$ cat config.mk
export PLATFORM = sky130hd
export DESIGN_NAME = compressor
export DESIGN_NICKNAME = d
export VERILOG_FILES = /design/src/rtl/compressor.sv
export SDC_FILE = /design/constraint.sdc
export NUM_CORES = 2
export LEC_CHECK = 0
export ABC_CLOCK_PERIOD_IN_PS = 23800
export CAP_MARGIN = 20
export CORE_MARGIN = 3
export CORE_UTILIZATION = 35
export DETAILED_ROUTE_END_ITERATION = 10
export PLACE_DENSITY = 0.57
export SETUP_SLACK_MARGIN = 0.4
export SLEW_MARGIN = 15
export SYNTH_ARGS = -nofsm -noshare
export SYNTH_HDL_FRONTEND = slang
export SYNTH_SLANG_ARGS = --single-unit
$ cat constraint.sdc
create_clock -name clk -period 23.8 [get_ports clk]
set_input_delay 5.95 -clock clk [delete_from_list [all_inputs] [get_ports clk]]
set_output_delay 5.95 -clock clk [all_outputs]
set_load 0.02 [all_outputs]
$ cat src/rtl/compressor.sv
// Single-channel audio dynamics compressor.
// Peak envelope follower -> gain from a restoring divider -> gain and makeup
// multiplies -> saturated output. One sample in flight at a time.
module compressor #(
  parameter int bits_per_level = 12,
  parameter int ATTACK_SHIFT   = 0,
  parameter int RELEASE_SHIFT  = 8
) (
  input  logic               clk,
  input  logic               rst,
  input  logic               in_valid,
  output logic               in_ready,
  input  logic signed [15:0] in_signal,
  input  logic [15:0]        threshold,
  input  logic signed [15:0] makeup,
  output logic               out_valid,
  output logic signed [15:0] out_signal
);

  localparam logic [2:0] IDLE = 3'd0;
  localparam logic [2:0] ENV  = 3'd1;
  localparam logic [2:0] DIV  = 3'd2;
  localparam logic [2:0] MUL  = 3'd3;
  localparam logic [2:0] OUT  = 3'd4;

  // Gain carries one integer bit so that unity (1 << bits_per_level) fits.
  localparam int GW = bits_per_level + 1;
  localparam logic [GW-1:0] UNITY = {1'b1, {bits_per_level{1'b0}}};
  localparam int CW = (bits_per_level > 1) ? $clog2(bits_per_level) : 1;
  localparam logic [CW-1:0] LAST = CW'(bits_per_level - 1);

  // Captured sample; threshold is stored already clamped to 0..32767.
  typedef struct packed {
    logic [15:0] x;
    logic [15:0] thr;
    logic [15:0] mk;
  } sample_t;

  logic [2:0]    state;
  sample_t       smp;
  logic [15:0]   env;
  logic [GW-1:0] g;
  logic [15:0]   rem;
  logic [CW-1:0] cnt;

  assign in_ready  = (state == IDLE) && !rst;
  assign out_valid = (state == OUT)  && !rst;

  // Envelope step: magnitude with -32768 pinned to 32767, then fast attack /
  // slow release toward it. env cannot pass 32767 since a never does.
  logic [15:0] a, env_nx, d_up, d_dn;
  always_comb begin
    if (smp.x == 16'h8000)  a = 16'h7fff;
    else if (smp.x[15])     a = 16'(-smp.x);
    else                    a = smp.x;
    d_up = a - env;
    d_dn = env - a;
    if (a > env) env_nx = env + (d_up >> ATTACK_SHIFT);
    else         env_nx = env - (d_dn >> RELEASE_SHIFT);
  end

  // One restoring-division step: remainder stays below env, so the shifted
  // remainder fits 17 bits and the quotient never reaches unity.
  logic [16:0] rem_sh, rem_diff;
  logic        q_bit;
  always_comb begin
    rem_sh   = {rem, 1'b0};
    rem_diff = rem_sh - {1'b0, env};
    q_bit    = (rem_sh >= {1'b0, env});
  end

  // Gain and makeup multiplies with floor (arithmetic) shifts, then saturate.
  logic signed [31:0] x32, g32, m32, p, y;
  logic [15:0]        y_sat;
  always_comb begin
    x32 = {{16{smp.x[15]}}, smp.x};
    g32 = {{(32-GW){1'b0}}, g};
    m32 = {{16{smp.mk[15]}}, smp.mk};
    p   = (x32 * g32) >>> bits_per_level;
    y   = (p * m32) >>> bits_per_level;
    if (y > 32'sd32767)       y_sat = 16'h7fff;
    else if (y < -32'sd32768) y_sat = 16'h8000;
    else                      y_sat = y[15:0];
  end

  // Sequencer: IDLE -> ENV -> (DIV x bits_per_level) -> MUL -> OUT -> IDLE.
  always_ff @(posedge clk) begin
    if (rst) begin
      state      <= IDLE;
      smp        <= '0;
      env        <= '0;
      g          <= '0;
      rem        <= '0;
      cnt        <= '0;
      out_signal <= '0;
    end else begin
      case (state)
        IDLE: if (in_valid) begin
          smp.x   <= in_signal;
          smp.thr <= threshold[15] ? 16'h7fff : threshold;
          smp.mk  <= makeup;
          state   <= ENV;
        end
        ENV: begin
          env <= env_nx;
          rem <= smp.thr;
          cnt <= '0;
          if (env_nx <= smp.thr) begin
            g     <= UNITY;
            state <= MUL;
          end else begin
            g     <= '0;
            state <= DIV;
          end
        end
        DIV: begin
          if (q_bit) rem <= rem_diff[15:0];
          else       rem <= rem_sh[15:0];
          g   <= {g[GW-2:0], q_bit};
          cnt <= cnt + 1'b1;
          if (cnt == LAST) state <= MUL;
        end
        MUL: begin
          out_signal <= y_sat;
          state      <= OUT;
        end
        OUT:     state <= IDLE;
        default: state <= IDLE;
      endcase
    end
  end

endmodule

Word level (Yosys, flattened, before mapping)
Index checks and enable logic that the tools add are counted.
{"block": "totals", "regBits": 116, "input_bits": 51, "out_inout_bits": 18}
{"block": "classes", "n_addsub": 7, "n_mul": 2, "magnitude_cmp": 5, "n_eq_ne": 8, "n_mux": 15, "reduce_logical": 7}
{"cell": "16-bit 2-to-1 mux", "n": 6}
{"cell": "16-bit subtractor", "n": 3}
{"cell": "18-bit by 16-bit multiplier with 32-bit output", "n": 1}
{"cell": "16-bit one-hot mux with 2 select lines", "n": 1}
{"cell": "16-bit by 14-bit multiplier with 30-bit output", "n": 1}
{"cell": "13-bit one-hot mux with 2 select lines", "n": 1}
{"cell": "20-bit by 16-bit > comparator with 1-bit output, second input constant", "n": 1}
{"cell": "20-bit by 16-bit < comparator with 1-bit output, second input constant", "n": 1}
{"cell": "17-bit by 16-bit >= comparator with 1-bit output", "n": 1}
{"cell": "16-bit adder", "n": 1}
{"cell": "16-bit equality test, second input constant", "n": 1}
{"cell": "16-bit > comparator", "n": 1}
{"cell": "16-bit <= comparator", "n": 1}
{"cell": "16-bit negation", "n": 1}
{"cell": "16-bit by 8-bit subtractor with 16-bit output", "n": 1}
{"cell": "15-bit 2-to-1 mux", "n": 1}
{"cell": "13-bit 2-to-1 mux", "n": 1}
{"cell": "3-bit one-hot mux with 4 select lines", "n": 1}
{"cell": "4-bit one-hot mux with 2 select lines", "n": 1}
{"cell": "3-bit by 2-bit equality test with 1-bit output, second input constant", "n": 2}
{"cell": "3-bit 2-to-1 mux", "n": 2}
{"cell": "4-bit by 1-bit adder with 4-bit output, second input constant", "n": 1}
{"cell": "4-bit equality test, second input constant", "n": 1}
{"cell": "2-bit inequality test, second input constant", "n": 2}
{"cell": "8 further kinds", "n": 10}

Longest topological paths before layout
{"block": "depth", "depth_word": 9, "depth_mapped": 54}

Worst setup path before layout
No wires, ideal clock.
{"block": "synth_path", "kind": "in2out", "startpoint": "in rst", "endpoint": "out out_valid", "arrival_ps": 7083, "path_slack_ps": 10767, "path_stages": 3, "cell_sequence": "clkbuf_1 clkbuf_1 nor4b_1"}
{"block": "synth_via", "elab_chain_cells": 2}
{"element": "from (decl)", "line_no": "10", "rtl": "input logic rst,"}
{"element": "1-bit zero test", "line_no": "47", "rtl": "assign out_valid = (state == OUT) && !rst;"}
{"element": "1-bit logical AND", "line_no": "47"}
{"element": "to (decl)", "line_no": "16", "rtl": "output logic out_valid,"}
No other way between the ends.

Final worst setup path
{"block": "layout_path", "startpoint": "reg smp[40] (netlist bit)", "endpoint": "reg out_signal[12]"}
{"block": "layout_via", "elab_chain_cells": 5, "elab_cells_between_ends": 6, "classes_between": "2 x mul; 2 x order compare; 2 x mux"}
{"element": "from (decl)", "line_no": "40", "rtl": "sample_t smp;"}
{"element": "16-bit by 14-bit multiplier with 30-bit output (*)", "line_no": "79", "rtl": "p = (x32 * g32) >>> bits_per_level;"}
{"element": "18-bit by 16-bit multiplier with 32-bit output (*)", "line_no": "80", "rtl": "y = (p * m32) >>> bits_per_level;"}
{"element": "20-bit by 16-bit < comparator with 1-bit output", "line_no": "82", "rtl": "else if (y < -32'sd32768) y_sat = 16'h8000;"}
{"element": "16-bit 2-to-1 mux", "line_no": "82"}
{"element": "16-bit 2-to-1 mux (*)", "line_no": "81", "rtl": "if (y > 32'sd32767) y_sat = 16'h7fff;"}
{"element": "to (signal assigned)", "line_no": "124", "rtl": "out_signal <= y_sat;"}
{"element": "to (decl)", "line_no": "17", "rtl": "output logic signed [15:0] out_signal"}
Mark *: on every way between the ends. The rest lies on a longest branch, timed or not.
A chain may end at the register's enable or synchronous reset.

==> metrics <==
vias=19349; core area=73300 sq um; fin crit share=59.4%; Mean Syn Cell Area=8.61 sq um; vias in the first global route=20536; pwr dens=77.3 nW/um^2; Max-cap violations=0; I/O Pins=69; min cycle time layout=14.14 ns; first-pass GRT wire length=113000 microns; Filler Cell Count=7514; post-cts gate resize count=0; vias per cell=4.87; ant diodes=0; min-delay worst type=register to register; Setup CP Type=register to register; Slowest cell on crit path=dfxtp_1; Die Y=279 microns; CTS Sinks=115; maximum vdd drop=0.0899 mV; WP data required=24.14 ns; Synth-to-Final Area Change=8.28%; # Post-CTS Setup Buffers=0; Reg clk slew, reported paths=0.06 ns; ys async rst share=0%; H-tree levels=4; Pwr Total=2.18 mW; initial drt markers=1177; Final setup viols=0; outcome=complete, no violations; starting density of the core=35.6%; worst-path fanout max=17; worst-case clock buffer depth=2; Pre-antenna DRT Iters=7; GRT Util Overall=18.0%; Max Clk Rate=70.7 MHz; largest net degree at the start of global routing=63; antenna violations before repair=1; Pleak=14.0 nW; Final nets=3782; Hold Buf Count CTS=0; num rows=99; Distinct cells, synth=81; Setup TNS Final=0 ns; DP HPWL=52500 microns; Post-synth EDFFs=0; RSZ-0062 raised after global routing=no; Layout Skew=0.0172 ns; Die X=279 microns; Num CTS Buffers=17; Post-Syn Area=26100 sq um; Skew-Pair Late Insertion Delay=0.44 ns; type of origin of the critical path=register; crit path DAT=14.48 ns; total gr overflow=0; GP Congestion=0.834; DRC=0; Syn Inst Count=3027; top_reg_cell synth=dfxtp_1; CP max stage delay=0.92 ns; DRT Wirelength=66300 microns; Final Max Tran Viols=0; syn nets=3806; Fin. Hold Viols=0; Worst setup EP type=register; Routed wire per std cell=16.7 microns; Synth Warn #=0; Worst path most repeated cell=fa_1; port bufs=68; Tightest Pin Transition=1.12 ns; Rel. slew slack=24.9%; commonest non-fill, non-tap cells in the layout=628 x inv_1, 479 x fa_1, 392 x nand2_1, 249 x ha_1, 224 x and2_1; CTS tree=yes; Die ar.=77800 sq um; Root Buffer Master=clkbuf_16; commonest non-fill, non-tap cell in the layout=inv_1; Post-DRT Antenna Nets=0; synthesized flop and latch total=115; sequential area share after synthesis=8.83%; share of cells above drive strength 1=4.11%
-- state kept, by name, summed over array words and instances (netlist names) --
| signal | count |
|---|---|
| smp | 31 |
| env | 16 |
| m32 | 16 |
| out_signal | 16 |
| rem | 16 |
| g | 13 |
| cnt | 4 |
| state | 3 |
-- cells in the mapped netlist, types with 16 or more instances --
master	number	area share, %
nand2_1	392	5.6
nand3_1	25	0.48
dfxtp_1	115	8.8
fa_1	479	37
ha_1	249	12
o21ai_0	42	0.81
a21oi_1	92	1.8
inv_1	628	9.0
nor2_1	127	1.8
xor2_1	55	1.8
nor2b_1	26	0.62
and2_1	224	5.4
nor3_1	45	0.86
o21ai_1	16	0.31
a21o_1	36	1.0
xnor2_1	72	2.4
a211oi_1	42	1.2
clkbuf_1	118	1.7
-- layer usage --
metal	track usage, %	share of wire (%)
met4	2.67	0.91
met1	26.2	49
met2	29.8	46
met5	0	0
met3	1.61	4.1
-- critical path, delay by kind of cell, from the launching register on --
family	cells	cell delay [ns]
XOR/XNOR	2	0.42
flip-flops	1	0.92
AO/OA/AOI/OAI	14	3.31
AND/OR/NAND/NOR	9	2.03
buffers and inverters	7	0.56
adder cells (fa/ha/maj)	14	6.78
-- stage by stage --
| stage | util, % | hold WS [ns] | setup WS [ns] | cells | cell area, sq um |
|---|---|---|---|---|---|
| after floorplan | - | 0.448 | 10.77 | 3027 | 26100 |
| after global placement | 37.7 | 0.443 | 9.88 | 3943 | 27700 |
| after detailed placement | 37.7 | 0.456 | 9.74 | 3943 | 27700 |
| after CTS | 38.5 | 0.465 | 9.67 | 3975 | 28200 |
| after global routing | 38.5 | 0.498 | 8.61 | 3975 | 28200 |
| final | 38.5 | 0.463 | 9.66 | 3975 | 28200 |
-- cells by family after synthesis --
| group | share of synthesized area, % |
|---|---|
| adder cells (fa/ha/maj) | 48.7 |
| AO/OA/AOI/OAI | 9.42 |
| AND/OR/NAND/NOR | 17.1 |
| buffers and inverters | 11.2 |
| XOR/XNOR | 4.33 |
| flip-flops | 8.83 |
| multiplexers | 0.317 |
-- where the power goes --
| part | internal, mW | switching [mW] | total [mW] |
|---|---|---|---|
| logic | 0.645 | 0.984 | 1.63 |
| registers | 0.230 | 0.0758 | 0.306 |
| clock network | 0.143 | 0.107 | 0.249 |
-- worst paths after layout --
kind / depth (start not counted) / endpoint / slack, ns / from
max: 46 / out_signal[12] / 9.66 / smp[40]
min: 2 / m32[5] / 0.46 / m32[5]
max reg2reg: 46 / out_signal[12] / 9.66 / smp[40]
min reg2reg: 2 / m32[5] / 0.46 / m32[5]
-- layout make-up --
class / count / area (sq um) / area share, %
clock buffer: 20 / 467 / 1.65
tap: 959 / 1200 / 4.25
timing repair buffer: 101 / 926 / 3.28
sequential: 115 / 2300 / 8.15
inverter: 628 / 2360 / 8.35
multi-input combinational: 2140 / 20900 / 74.0
clock inverter: 12 / 93.8 / 0.332
Power figures use the tool's default switching activity.
